## src/rtl/seven_seg_scan.sv

```systemverilog
// Multiplexed seven-segment scanner: cycles through NUM_DIGITS digit slots and
// swaps in newly loaded content only at frame boundaries so no frame is mixed.
module seven_seg_scan #(
  parameter int NUM_DIGITS  = 4,
  parameter int REFRESH_DIV = 100000,
  parameter int BLANK_LZ    = 0
) (
  input  logic                    clk,
  input  logic                    rst_n,
  input  logic [4*NUM_DIGITS-1:0] value,
  input  logic [NUM_DIGITS-1:0]   dp_in,
  input  logic [NUM_DIGITS-1:0]   digit_en,
  input  logic                    load,
  output logic [6:0]              cathode,
  output logic                    dp,
  output logic [NUM_DIGITS-1:0]   anode,
  output logic                    frame_done
);
  localparam int CW = (REFRESH_DIV > 1) ? $clog2(REFRESH_DIV) : 1;
  localparam int IW = (NUM_DIGITS > 1) ? $clog2(NUM_DIGITS) : 1;

  logic [CW-1:0]           cnt;
  logic [IW-1:0]           idx;
  logic [4*NUM_DIGITS-1:0] pend_val, disp_val;
  logic [NUM_DIGITS-1:0]   pend_dp, disp_dp;
  logic                    tick, wrap;

  logic [3:0]            nib;
  logic                  dp_sel, en_sel, blank, acc;
  logic [NUM_DIGITS-1:0] zero_from, an_sel;

  function automatic logic [6:0] seg7(input logic [3:0] n);
    case (n)
      4'h0: seg7 = 7'b0000001;
      4'h1: seg7 = 7'b1001111;
      4'h2: seg7 = 7'b0010010;
      4'h3: seg7 = 7'b0000110;
      4'h4: seg7 = 7'b1001100;
      4'h5: seg7 = 7'b0100100;
      4'h6: seg7 = 7'b0100000;
      4'h7: seg7 = 7'b0001111;
      4'h8: seg7 = 7'b0000000;
      4'h9: seg7 = 7'b0000100;
      4'hA: seg7 = 7'b0001000;
      4'hB: seg7 = 7'b1100000;
      4'hC: seg7 = 7'b0110001;
      4'hD: seg7 = 7'b1000010;
      4'hE: seg7 = 7'b0110000;
      default: seg7 = 7'b0111000;
    endcase
  endfunction

  assign tick = (cnt == CW'(REFRESH_DIV - 1));
  assign wrap = tick && (idx == IW'(NUM_DIGITS - 1));

  always_ff @(posedge clk) begin
    if (!rst_n) begin
      cnt      <= '0;
      idx      <= '0;
      pend_val <= '0;
      pend_dp  <= '0;
      disp_val <= '0;
      disp_dp  <= '0;
    end else begin
      cnt <= tick ? '0 : cnt + CW'(1);
      if (tick) idx <= wrap ? '0 : idx + IW'(1);
      if (load) begin
        pend_val <= value;
        pend_dp  <= dp_in;
      end
      // A load coinciding with the wrap bypasses pending so the next frame is fresh.
      if (wrap) begin
        disp_val <= load ? value : pend_val;
        disp_dp  <= load ? dp_in : pend_dp;
      end
    end
  end

  always_comb begin
    nib       = '0;
    dp_sel    = 1'b0;
    en_sel    = 1'b0;
    an_sel    = '1;
    zero_from = '0;
    acc       = 1'b1;
    for (int i = NUM_DIGITS - 1; i >= 0; i--) begin
      acc          = acc & (disp_val[4*i +: 4] == 4'd0);
      zero_from[i] = acc;
    end
    for (int i = 0; i < NUM_DIGITS; i++) begin
      if (idx == IW'(i)) begin
        nib       = disp_val[4*i +: 4];
        dp_sel    = disp_dp[i];
        en_sel    = digit_en[i];
        an_sel[i] = 1'b0;
      end
    end
    // Digit 0 is exempt from leading-zero blanking so a zero value still shows "0".
    blank = !en_sel || ((BLANK_LZ != 0) && (idx != '0) && (|(zero_from & ~an_sel)));
  end

  always_ff @(posedge clk) begin
    if (!rst_n) begin
      anode      <= '1;
      cathode    <= 7'h7F;
      dp         <= 1'b1;
      frame_done <= 1'b0;
    end else begin
      frame_done <= wrap;
      if (blank) begin
        anode   <= '1;
        cathode <= 7'h7F;
        dp      <= 1'b1;
      end else begin
        anode   <= an_sel;
        cathode <= seg7(nib);
        dp      <= ~dp_sel;
      end
    end
  end
endmodule

```

## config.mk

```make
export PLATFORM = sky130hd
export DESIGN_NAME = seven_seg_scan
export DESIGN_NICKNAME = d
export VERILOG_FILES = /design/src/rtl/seven_seg_scan.sv
export SDC_FILE = /design/constraint.sdc
export NUM_CORES = 1
export LEC_CHECK = 0
export BUFFER_PORTS_ARGS = -buffer_cell sky130_fd_sc_hd__clkbuf_2
export CELL_PAD_IN_SITES_DETAIL_PLACEMENT = 0
export CELL_PAD_IN_SITES_GLOBAL_PLACEMENT = 1
export CORE_ASPECT_RATIO = 1.25
export CORE_UTILIZATION = 44
export CTS_CLUSTER_SIZE = 28
export DETAILED_ROUTE_END_ITERATION = 8
export PLACE_DENSITY = 0.86
export SLEW_MARGIN = 30
export SYNTH_ARGS = -nofsm -noshare
export SYNTH_HDL_FRONTEND = slang
export SYNTH_SLANG_ARGS = --single-unit
```

## constraint.sdc

```tcl
create_clock -name clk -period 3.2 [get_ports clk]
set_input_delay 0 -clock clk [delete_from_list [all_inputs] [get_ports clk]]
set_output_delay 0 -clock clk [all_outputs]
set_load 0.01 [all_outputs]
```

# == After elaboration in Yosys (flattened, before gate mapping) ==
# Memory sizes are Yosys's and may differ from the RTL's. A register that Yosys moved wholly into a read port is not among the register bits.
# Index checks and enable logic that the tools add are counted.
# word_totals
in_bits,27
ramBits,0
latch_bits,0
output_inout_bits,13
word_cells,42
romBits,112
register_bits,65
memories,1
# mem_list
memory,depth,width,read_ports,rd_clocked_by_memory_dff,wr,line,text
(name not given),16,7,1,1,0,33,case (n)
# op_classes
n_shift,0
bitwise_logic,2
add_sub_neg,2
magnitude_cmp,0
n_reduce_logical,5
muxes,19
div_mod_pow,0
multipliers,0
eq_ne,4
# op_table
operator,n
$mux W4,5
$add A17 B1 Y17 const B,1
$eq A17 B17 Y1 const B,1
$mux W16,1
$mux W1,12
$eq A2 B2 Y1 const B,2
$add A2 B1 Y2 const B,1
$eq A2 B1 Y1 const B,1
$logic_not A2 Y1,1
$mux W2,1
$not A1 Y1,2
$reduce_and A2 Y1,1
$reduce_or A2 Y1,1
$logic_and A1 B1 Y1,1
$logic_not A1 Y1,1

# == Logic depth before layout (Yosys ltp) ==
# Gate-level depths: netlist (run 1).
# depth
depth_word,7
depth_mapped,11
mapped_depth_nobuf,10

# == Worst setup path after synthesis (run 1) ==
# OpenSTA, ideal clock, no wires.
# synth_path
kind,reg-to-reg
start,register idx[1]
end,register cathode[3]
stages_incl_launch_ff,11
period_less_slack_ns,2.333
setup_ns,0.129
t_arrival_ns,2.204
path_buffers,1
t_required_ns,3.071
path_slack_ns,0.867
path_cell_list,dfxtp_1 inv_1 ha_1 clkbuf_1 nand3b_1 a221oi_1 inv_1 ha_1 a21oi_1 a32o_1 nand2_1
# synth_between
elab_chain_len,7
word_cells_on_any_way,14
cone_classes,eq/ne: 3; mux: 8; reduce/logical: 3
# synth_lines
item,line,text
from (decl),23,logic [IW-1:0] idx;
from (signal assigned),66,if (tick) idx <= wrap ? '0 : idx + IW'(1);
$logic_not A2 Y1,91,if (idx == IW'(i)) begin
$mux W1 (4 in series),91,
$reduce_and A2 Y1 (no source line),--,
$logic_not A1 Y1 (no source line),--,
to (decl),14,"output logic [6:0] cathode,"
# Several ways; a longest one is shown, not always the timed one.
# A chain may end at the register's enable or synchronous reset.

# == Worst setup path in the final report (run 1) ==
# layout_path
start,register idx[1]
end,register cathode[2]
# Same word-level chain as after synthesis.

==> impl_metrics.tcl, run 1 <==
set metrics [dict create \
    status "finished clean" \
    cts_resized 0 \
    post-route-drc-count 0 \
    synth_cell_types 39 \
    grt-ovfl-total 0 \
    tightest_slew_ps 717 \
    synth_area_per_cell_um2 9.09 \
    syn2layout_area_growth_pct 20.9 \
    drive_gt1_frac 0.199 \
    irDropWorstVdd_mv 0.244 \
    slowest_delay_ps 590 \
    drt_iter0_markers 145 \
    synthArstFlopShare 0 \
    relSlewSlack 0.522 \
    clock_skew_ps 9.86 \
    synth_edf_count 0 \
    fmax_ghz 0.412 \
    rr_startpoint "idx[1]$_SDFFE_PN0N_" \
    cts_inserted_buffers 9 \
    insertedDiodeCount 0 \
    postCtsSetupBuffers 0 \
    path_class "register to register" \
    place_area_um2 3410 \
    dp_hpwl_um 4590 \
    grt_pass1_vias 2607 \
    critPathCaptureType "register" \
    final_cell_mix "dfxtp_1 (72), nand2_1 (51), clkbuf_2 (39)" \
    startpoint_type "register" \
    wl_met3_um 231 \
    coreArea_um2 6980 \
    wl_met2_um 3600 \
    route.detailed.wl_per_inst_um 14.0 \
    num-fill-cells 651 \
    reg2reg_slack_ps 770 \
    firstDrtPassIters 4 \
    tns_ps 0 \
    synth.area.top_cells "dfxtp_1 (46%), mux2i_1 (7.0%), nand3_2 (6.3%), nand2_1 (6.1%), nor2_1 (4.4%)" \
    powerDensity_nw_per_um2 460 \
    hp-start "digit_en[2]" \
    htree_levels 3 \
    whs_ps 225 \
    synth_top_area_share 0.456 \
    timing.max_cap.violations 0 \
    p_leak_nw 1.58 \
    viasPerCell 5.14 \
    p_total_mw 1.76 \
    worst-path-buf-inv 1 \
    place_inst 460 \
    ys_warn_count 0 \
    synth-seq-area-share 0.456 \
    stdcell_count 497 \
    synth-main-ff-cell "dfxtp_1" \
    nets 440 \
    critPathArrivalTime_ps 2610 \
    drt-met1-wl_um 3020 \
    crit_family "adder cells" \
    crit_fanout 19 \
    crit_slowest_cell "ha_1" \
    path_cells "ha_1, nor2_1, o211ai_1, o311a_1, inv_1, ha_1, mux2i_1, o221ai_1" \
    clkSlewWorstSetupHoldPaths_ps 80 \
    ys_ff_latch 72 \
    place_congestion 0.799 \
    setup_ws_ps 774 \
    finalCriticalPeriod_ps 2430 \
    num_rows 34 \
    port_buffers 39 \
    vias 2557 \
    path_common_cell "ha_1" \
    antenna_found_initial 0 \
    hold_depth 4 \
    cts_sinks 72 \
    chipWidth_um 77.8 \
    grt_use_total 0.196 \
    rsz0062_at_grt "false" \
    rr_worst_depth 8 \
    grt_pass1_wl_um 11500 \
    final_common_cell "dfxtp_1" \
    cts_hold_buffers 21 \
    slew_violations 0 \
    die-area_um2 7530 \
    root_buffer "clkbuf_8" \
    initial_utilization 0.453 \
    cts_buffer_depth 2 \
    ios 40 \
    synth_area_um2 3160 \
    synth_fp_nets 386 \
    hold_violations 0 \
    post-route-util 0.548 \
    grt_max_degree 27 \
    critical_path_required_ps 3380 \
    hold_path.class "input port to register" \
    fin_area_um2 3820 \
    die_h_um 96.8 \
    insertion_delay_ps 340 \
    r2r_end "cathode[2]$_SDFF_PN1_" \
    syn_inst 348 \
    synth_area_leader_cell "dfxtp_1" \
    final.period_utilization 0.758 \
    highest_layer "met4" \
    cts_tree "done" \
    min_to "cathode[3]$_SDFF_PN1_" \
    wl_um 6960 \
    setup_viol 0 \
    route.antenna.remaining_nets 0 \
    dp_slack_ps 794 \
]
==> layout make-up <==
type                       instances  area, µm²  area share
inverter                          10       37.5     0.00982
multi-input combinational        245       1600       0.417
clock buffer                      13        159      0.0416
timing repair buffer              64        435       0.114
clock inverter                     3       40.0      0.0105
tap                               90        113      0.0295
sequential                        72       1440       0.377
==> report_power, final <==
| group | internal (mW) | switching (mW) |
|---|---|---|
| Combinational | 0.0514 | 0.0522 |
| Sequential | 0.918 | 0.00857 |
| Clock | 0.401 | 0.328 |
| Total | 1.37 | 0.388 |
==> synth_stat cells, types with 4 or more instances <==
cell type,count
nand3b_1,4
nand3_1,26
o221ai_1,4
ha_1,11
xor2_1,9
nor2_1,37
nand3_2,20
inv_1,10
buf_1,4
dfxtp_1,72
mux2i_1,22
and3_1,4
o21ai_0,6
nand2_1,51
or3_1,4
clkbuf_1,13
nand4_1,4
a21oi_1,12
==> worst max path at each step <==
stage | startpoint | to | cells past startpoint
2_1_floorplan | idx[1]$_SDFFE_PN0N_ | cathode[3]$_SDFF_PN1_ | 10
3_3_place_gp | idx[0]$_SDFFE_PN0N_ | disp_dp[2]$_SDFFE_PN0P_ | 6
3_5_place_dp | idx[0]$_SDFFE_PN0N_ | cathode[2]$_SDFF_PN1_ | 8
4_1_cts | idx[1]$_SDFFE_PN0N_ | cathode[2]$_SDFF_PN1_ | 8
5_1_grt | idx[1]$_SDFFE_PN0N_ | cathode[2]$_SDFF_PN1_ | 8
6_report | idx[1]$_SDFFE_PN0N_ | cathode[2]$_SDFF_PN1_ | 8
==> worst min-delay path: cells and delay by family <==
family | cells | cell delay [ps]
compound gates | 1 | 90
buf+inv | 1 | 80
simple gates | 2 | 350
==> sequential cells by signal, summed over array words and instances (netlist names) <==
name        count
pend_dp         4
idx             2
anode           4
frame_done      1
disp_val       16
disp_dp         4
cathode         7
cnt            17
pend_val       16
dp              1
==> per-layer routing <==
| layer | global-route usage | up-vias |
|---|---|---|
| met5 | 0 | - |
| met4 | 0.0682 | 0 |
| met3 | 0.0509 | 8 |
| met2 | 0.355 | 42 |
| met1 | 0.217 | 1207 |
| li1 | - | 1300 |
==> kinds of logic after synthesis <==
group	count (synthesis)	synth area share
compound gates	34	0.0724
xor+xnor	12	0.0332
fa+ha+maj	11	0.0435
buf+inv	31	0.0423
flops	72	0.456
mux	22	0.0696
simple gates	166	0.283
(Power assumes the default switching activity.)
==> inputs of run 2 (changes only) <==
Clock period 3.2 ns to 2.35 ns, I/O delays scaled along.
==> run 2 against run 1 <==
Against the previous run: setup slack worse by 570 ps; cell area up 2.7%; via count up 0.86%; sequential power up 36%; non-clock buffer count up 9; clock skew up 1.2 ps; critical endpoint is now cathode[3]$_SDFF_PN1_.
==> impl_metrics.tcl, run 2 (synthesized netlist as in run 1, its figures left out) <==
set metrics [dict create \
    antenna_found_initial 0 \
    stdcell_count 506 \
    irDropWorstVdd_mv 0.516 \
    cts_buffer_depth 2 \
    cts_inserted_buffers 9 \
    timing.max_cap.violations 0 \
    place_congestion 0.818 \
    status "finished clean" \
    path_cells "inv_1, ha_1, nor2_1, o211ai_1, o311a_1, inv_1, ha_1, nand2_1, a32o_1, nand2_1" \
    firstDrtPassIters 4 \
    tightest_slew_ps 687 \
    nets 449 \
    syn2layout_area_growth_pct 24.1 \
    cts_sinks 72 \
    whs_ps 228 \
    insertedDiodeCount 0 \
    grt_pass1_vias 2464 \
    route.detailed.wl_per_inst_um 13.0 \
    port_buffers 39 \
    p_leak_nw 1.63 \
    initial_utilization 0.453 \
    powerDensity_nw_per_um2 634 \
    largestRegisters "cnt (17), disp_val (16), pend_val (16)" \
    critPathCaptureType "register" \
    setup_viol 0 \
    postCtsSetupBuffers 0 \
    tns_ps 0 \
    route.antenna.remaining_nets 0 \
    chipWidth_um 77.8 \
    num_rows 34 \
    die_h_um 96.8 \
    slew_violations 0 \
    place_inst 468 \
    viasPerCell 5.10 \
    cts_tree "done" \
    reg2reg_slack_ps 200 \
    wl_um 6580 \
    num-fill-cells 620 \
    final_common_cell "dfxtp_1" \
    regMostFlops "cnt" \
    largest_reg_flops 17 \
    path_class "register to register" \
    clock_skew_ps 11.1 \
    crit_fanout 5 \
    crit_slowest_cell "dfxtp_1" \
    insertion_delay_ps 350 \
    clkSlewWorstSetupHoldPaths_ps 80 \
    hold_path.class "input port to register" \
    grt_use_total 0.188 \
    ios 40 \
    final_cell_mix "dfxtp_1 (72), nand2_1 (51), clkbuf_2 (39)" \
    critPathArrivalTime_ps 2440 \
    relSlewSlack 0.541 \
    coreArea_um2 6980 \
    dp_hpwl_um 4610 \
    root_buffer "clkbuf_8" \
    grt-ovfl-total 0 \
    rsz0062_at_grt "false" \
    vias 2579 \
    htree_levels 3 \
    drt_iter0_markers 103 \
    drive_gt1_frac 0.224 \
    fmax_ghz 0.466 \
    post-route-drc-count 0 \
    startpoint_type "register" \
    final.period_utilization 0.913 \
    critical_path_required_ps 2640 \
    grt_max_degree 25 \
    slowest_delay_ps 390 \
    finalCriticalPeriod_ps 2150 \
    hold_violations 0 \
    grt_pass1_wl_um 11200 \
    die-area_um2 7530 \
]
==> run 2: cell count changes in the layout (fill, tap and decap cells not counted), sizes merged <==
cell         before  now
clkinv            2    3
clkinvlp          0    1
buf               4   12
dlygate4sd3      21   22
clkbuf           52   49
bufinv            1    2
==> run 2: area by class of cell <==
| cell class | count | area, µm² | area share |
|---|---|---|---|
| clock inverters | 6 | 82.6 | 0.0210 |
| repair buffers | 73 | 505 | 0.129 |
| clock buffers | 10 | 138 | 0.0351 |
| well taps | 90 | 113 | 0.0287 |
| multi-input cells | 245 | 1610 | 0.409 |
| inverters | 10 | 37.5 | 0.00957 |
| flip-flops and latches | 72 | 1440 | 0.367 |
==> run 2: layer usage <==
layer  track usage  up-vias  wire length, µm
li1              -     1325                -
met1         0.213     1204             2890
met2         0.330       39             3360
met3        0.0500       11              216
met4        0.0769        0              121
met5             0        -                0
==> run 2: timing repair <==
| action | 4_1_cts | 5_1_grt |
|---|---|---|
| hold endpoints to repair | 22 | 0 |
| setup endpoints to repair | 0 | 6 |
| hold buffers | 22 | 0 |
| gates resized for setup | 0 | 3 |
==> run 2: power breakdown <==
part	total, mW	internal [mW]	switching [mW]
Sequential	1.26	1.25	0.0108
Clock	1.08	0.621	0.461
Combinational	0.144	0.0733	0.0706
==> run 2: through the flow <==
step	cell area, µm²	worst slack (ps)	util	power, mW
4_1_cts	3910	89.8	0.561	2.50
2_1_floorplan	3160	17.0	-	1.36
6_report	3920	204	0.562	2.49
3_3_place_gp	3470	134	0.498	1.40
5_1_grt	3920	41.1	0.562	2.58
3_5_place_dp	3470	106	0.498	1.40
==> run 2: worst paths after layout <==
path / to / from / cells after the start
setup / recovery: cathode[3]$_SDFF_PN1_ / idx[0]$_SDFFE_PN0N_ / 10
hold / removal: cathode[3]$_SDFF_PN1_ / digit_en[2] / 4
setup reg to reg: cathode[3]$_SDFF_PN1_ / idx[0]$_SDFFE_PN0N_ / 10
hold reg to reg: disp_val[1]$_SDFFE_PN0P_ / disp_val[1]$_SDFFE_PN0P_ / 2
==> run 2: worst max-delay path: cells and delay by family, from the launching register on <==
kind,cells,cell delay [ps]
AO/OA/AOI/OAI,3,600
adder cells (fa/ha/maj),2,510
buffers and inverters,2,220
flip-flops,1,390
AND/OR/NAND/NOR,3,380
==> inputs of run 3 (changes only) <==
Settings changed: RECOVER_POWER set to 100.
==> run 3 against run 2 <==
Against the previous run: global-route usage unchanged; clock skew down 2.6 ps; via count is 0.31% lower; sequential power is essentially flat; final cell count did not move; setup slack got worse by 13 ps; utilization decreased by 1.8 points; hold slack got worse by 4.5 ps; critical endpoint is now cathode[2]$_SDFF_PN1_.
==> impl_metrics.tcl, run 3 (synthesized netlist as in run 1, its figures left out) <==
set metrics [dict create \
    p_total_mw 2.48 \
    syn2layout_area_growth_pct 20.1 \
    fmax_ghz 0.463 \
    firstDrtPassIters 4 \
    setup_ws_ps 191 \
    place_congestion 0.818 \
    stdcell_count 506 \
    hp-start "digit_en[2]" \
    insertion_delay_ps 350 \
    place_area_um2 3470 \
    final_cell_mix "dfxtp_1 (72), nand2_1 (51), nand3_1 (45)" \
    insertedDiodeCount 0 \
    tightest_slew_ps 685 \
    dp_slack_ps 106 \
    rr_worst_depth 7 \
    rsz0062_at_grt "false" \
    route.detailed.wl_per_inst_um 13.1 \
    grt_use_total 0.188 \
    critical_path_required_ps 2550 \
    reg2reg_slack_ps 190 \
    final.period_utilization 0.919 \
    endpoint "cathode[2]$_SDFF_PN1_" \
    clkSlewWorstSetupHoldPaths_ps 80 \
    chipWidth_um 77.8 \
    r2r_end "cathode[2]$_SDFF_PN1_" \
    clock_skew_ps 8.48 \
    hold_violations 0 \
    coreArea_um2 6980 \
    drive_gt1_frac 0.139 \
    finalCriticalPeriod_ps 2160 \
    port_buffers 39 \
    fin_area_um2 3800 \
    grt_pass1_wl_um 11200 \
    startpoint_type "register" \
    status "finished clean" \
    critPathArrivalTime_ps 2360 \
    largest_reg_flops 17 \
    die-area_um2 7530 \
    die_h_um 96.8 \
    post-route-util 0.544 \
    grt_pass1_vias 2464 \
    grt_max_degree 25 \
    post-route-drc-count 0 \
    antenna_found_initial 0 \
    relSlewSlack 0.543 \
    slew_violations 0 \
    cts_buffer_depth 2 \
    largestRegisters "cnt (17), disp_val (16), pend_val (16)" \
    postCtsSetupBuffers 0 \
    crit_path_start "idx[0]$_SDFFE_PN0N_" \
    path_class "register to register" \
    root_buffer "clkbuf_8" \
    dp_hpwl_um 4610 \
    tns_ps 0 \
    initial_utilization 0.453 \
    regMostFlops "cnt" \
    wl_um 6610 \
    cts_inserted_buffers 9 \
    final_common_cell "dfxtp_1" \
    whs_ps 224 \
    irDropWorstVdd_mv 0.516 \
    drt_iter0_markers 112 \
    setup_viol 0 \
    powerDensity_nw_per_um2 654 \
    hold_path.class "input port to register" \
    cts_tree "done" \
    route.antenna.remaining_nets 0 \
    timing.max_cap.violations 0 \
    nets 449 \
    num_rows 34 \
    rr_startpoint "idx[0]$_SDFFE_PN0N_" \
    grt-ovfl-total 0 \
    htree_levels 3 \
    vias 2571 \
    crit_fanout 21 \
    cts_sinks 72 \
    p_leak_nw 1.58 \
    viasPerCell 5.08 \
    place_inst 468 \
    ios 40 \
    critPathCaptureType "register" \
]
-- run 3: cell types whose count changed in the layout (fill, tap and decap cells not counted) --
cell	previous run	this run
nand3_1	26	45
or4_4	1	0
or4_1	0	1
buf_4	12	8
clkbuf_2	39	27
clkbuf_4	0	1
nand3_2	20	1
clkbuf_1	0	15
-- run 3: report_power, final --
group          switching (mW)  total (mW)  leakage, nW  internal, mW
registers              0.0108        1.26        0.587          1.25
logic                  0.0681       0.139        0.885        0.0707
clock network           0.462        1.08        0.112         0.621
total                   0.541        2.48         1.58          1.94
-- run 3: cell type report --
type / instances / area [µm²]
Sequential cell: 72 / 1440
Inverter: 10 / 37.5
Multi-Input combinational cell: 245 / 1510
Clock buffer: 10 / 138
Tap cell: 90 / 113
Timing Repair Buffer: 73 / 479
Clock inverter: 6 / 82.6
Fill cell: 647 / 3180
-- run 3: how the worst min path moves through the flow --
stage	to	slack, ps	cells after the start
after floorplan	anode[3]$_SDFF_PN1_	110	1
after global placement	anode[3]$_SDFF_PN1_	210	2
after detailed placement	anode[3]$_SDFF_PN1_	210	2
after CTS	cathode[3]$_SDFF_PN1_	220	4
after global routing	cathode[3]$_SDFF_PN1_	310	4
final	cathode[3]$_SDFF_PN1_	220	4
-- run 3: routing by layer --
metal / vias to the layer above / global-route usage / part of all wire
met5: - / 0 / 0
li1: 1325 / - / -
met3: 11 / 0.0500 / 0.035
met1: 1192 / 0.213 / 0.44
met2: 43 / 0.330 / 0.51
met4: 0 / 0.0769 / 0.018
-- run 3: critical path, cell delays in order (launching register included) --
cell and delay (ps):
dfxtp_1 390, ha_2 350, clkbuf_4 330, o311a_1 290, inv_1 90, ha_1 250
mux2i_1 170, o221ai_1 140
-- run 3: timing repair --
| action | CTS | global route |
|---|---|---|
| endpoints found under the setup margin | 0 | 6 |
| gates resized for setup | 0 | 3 |
| hold buffers | 22 | 0 |
| hold endpoints to repair | 22 | 0 |
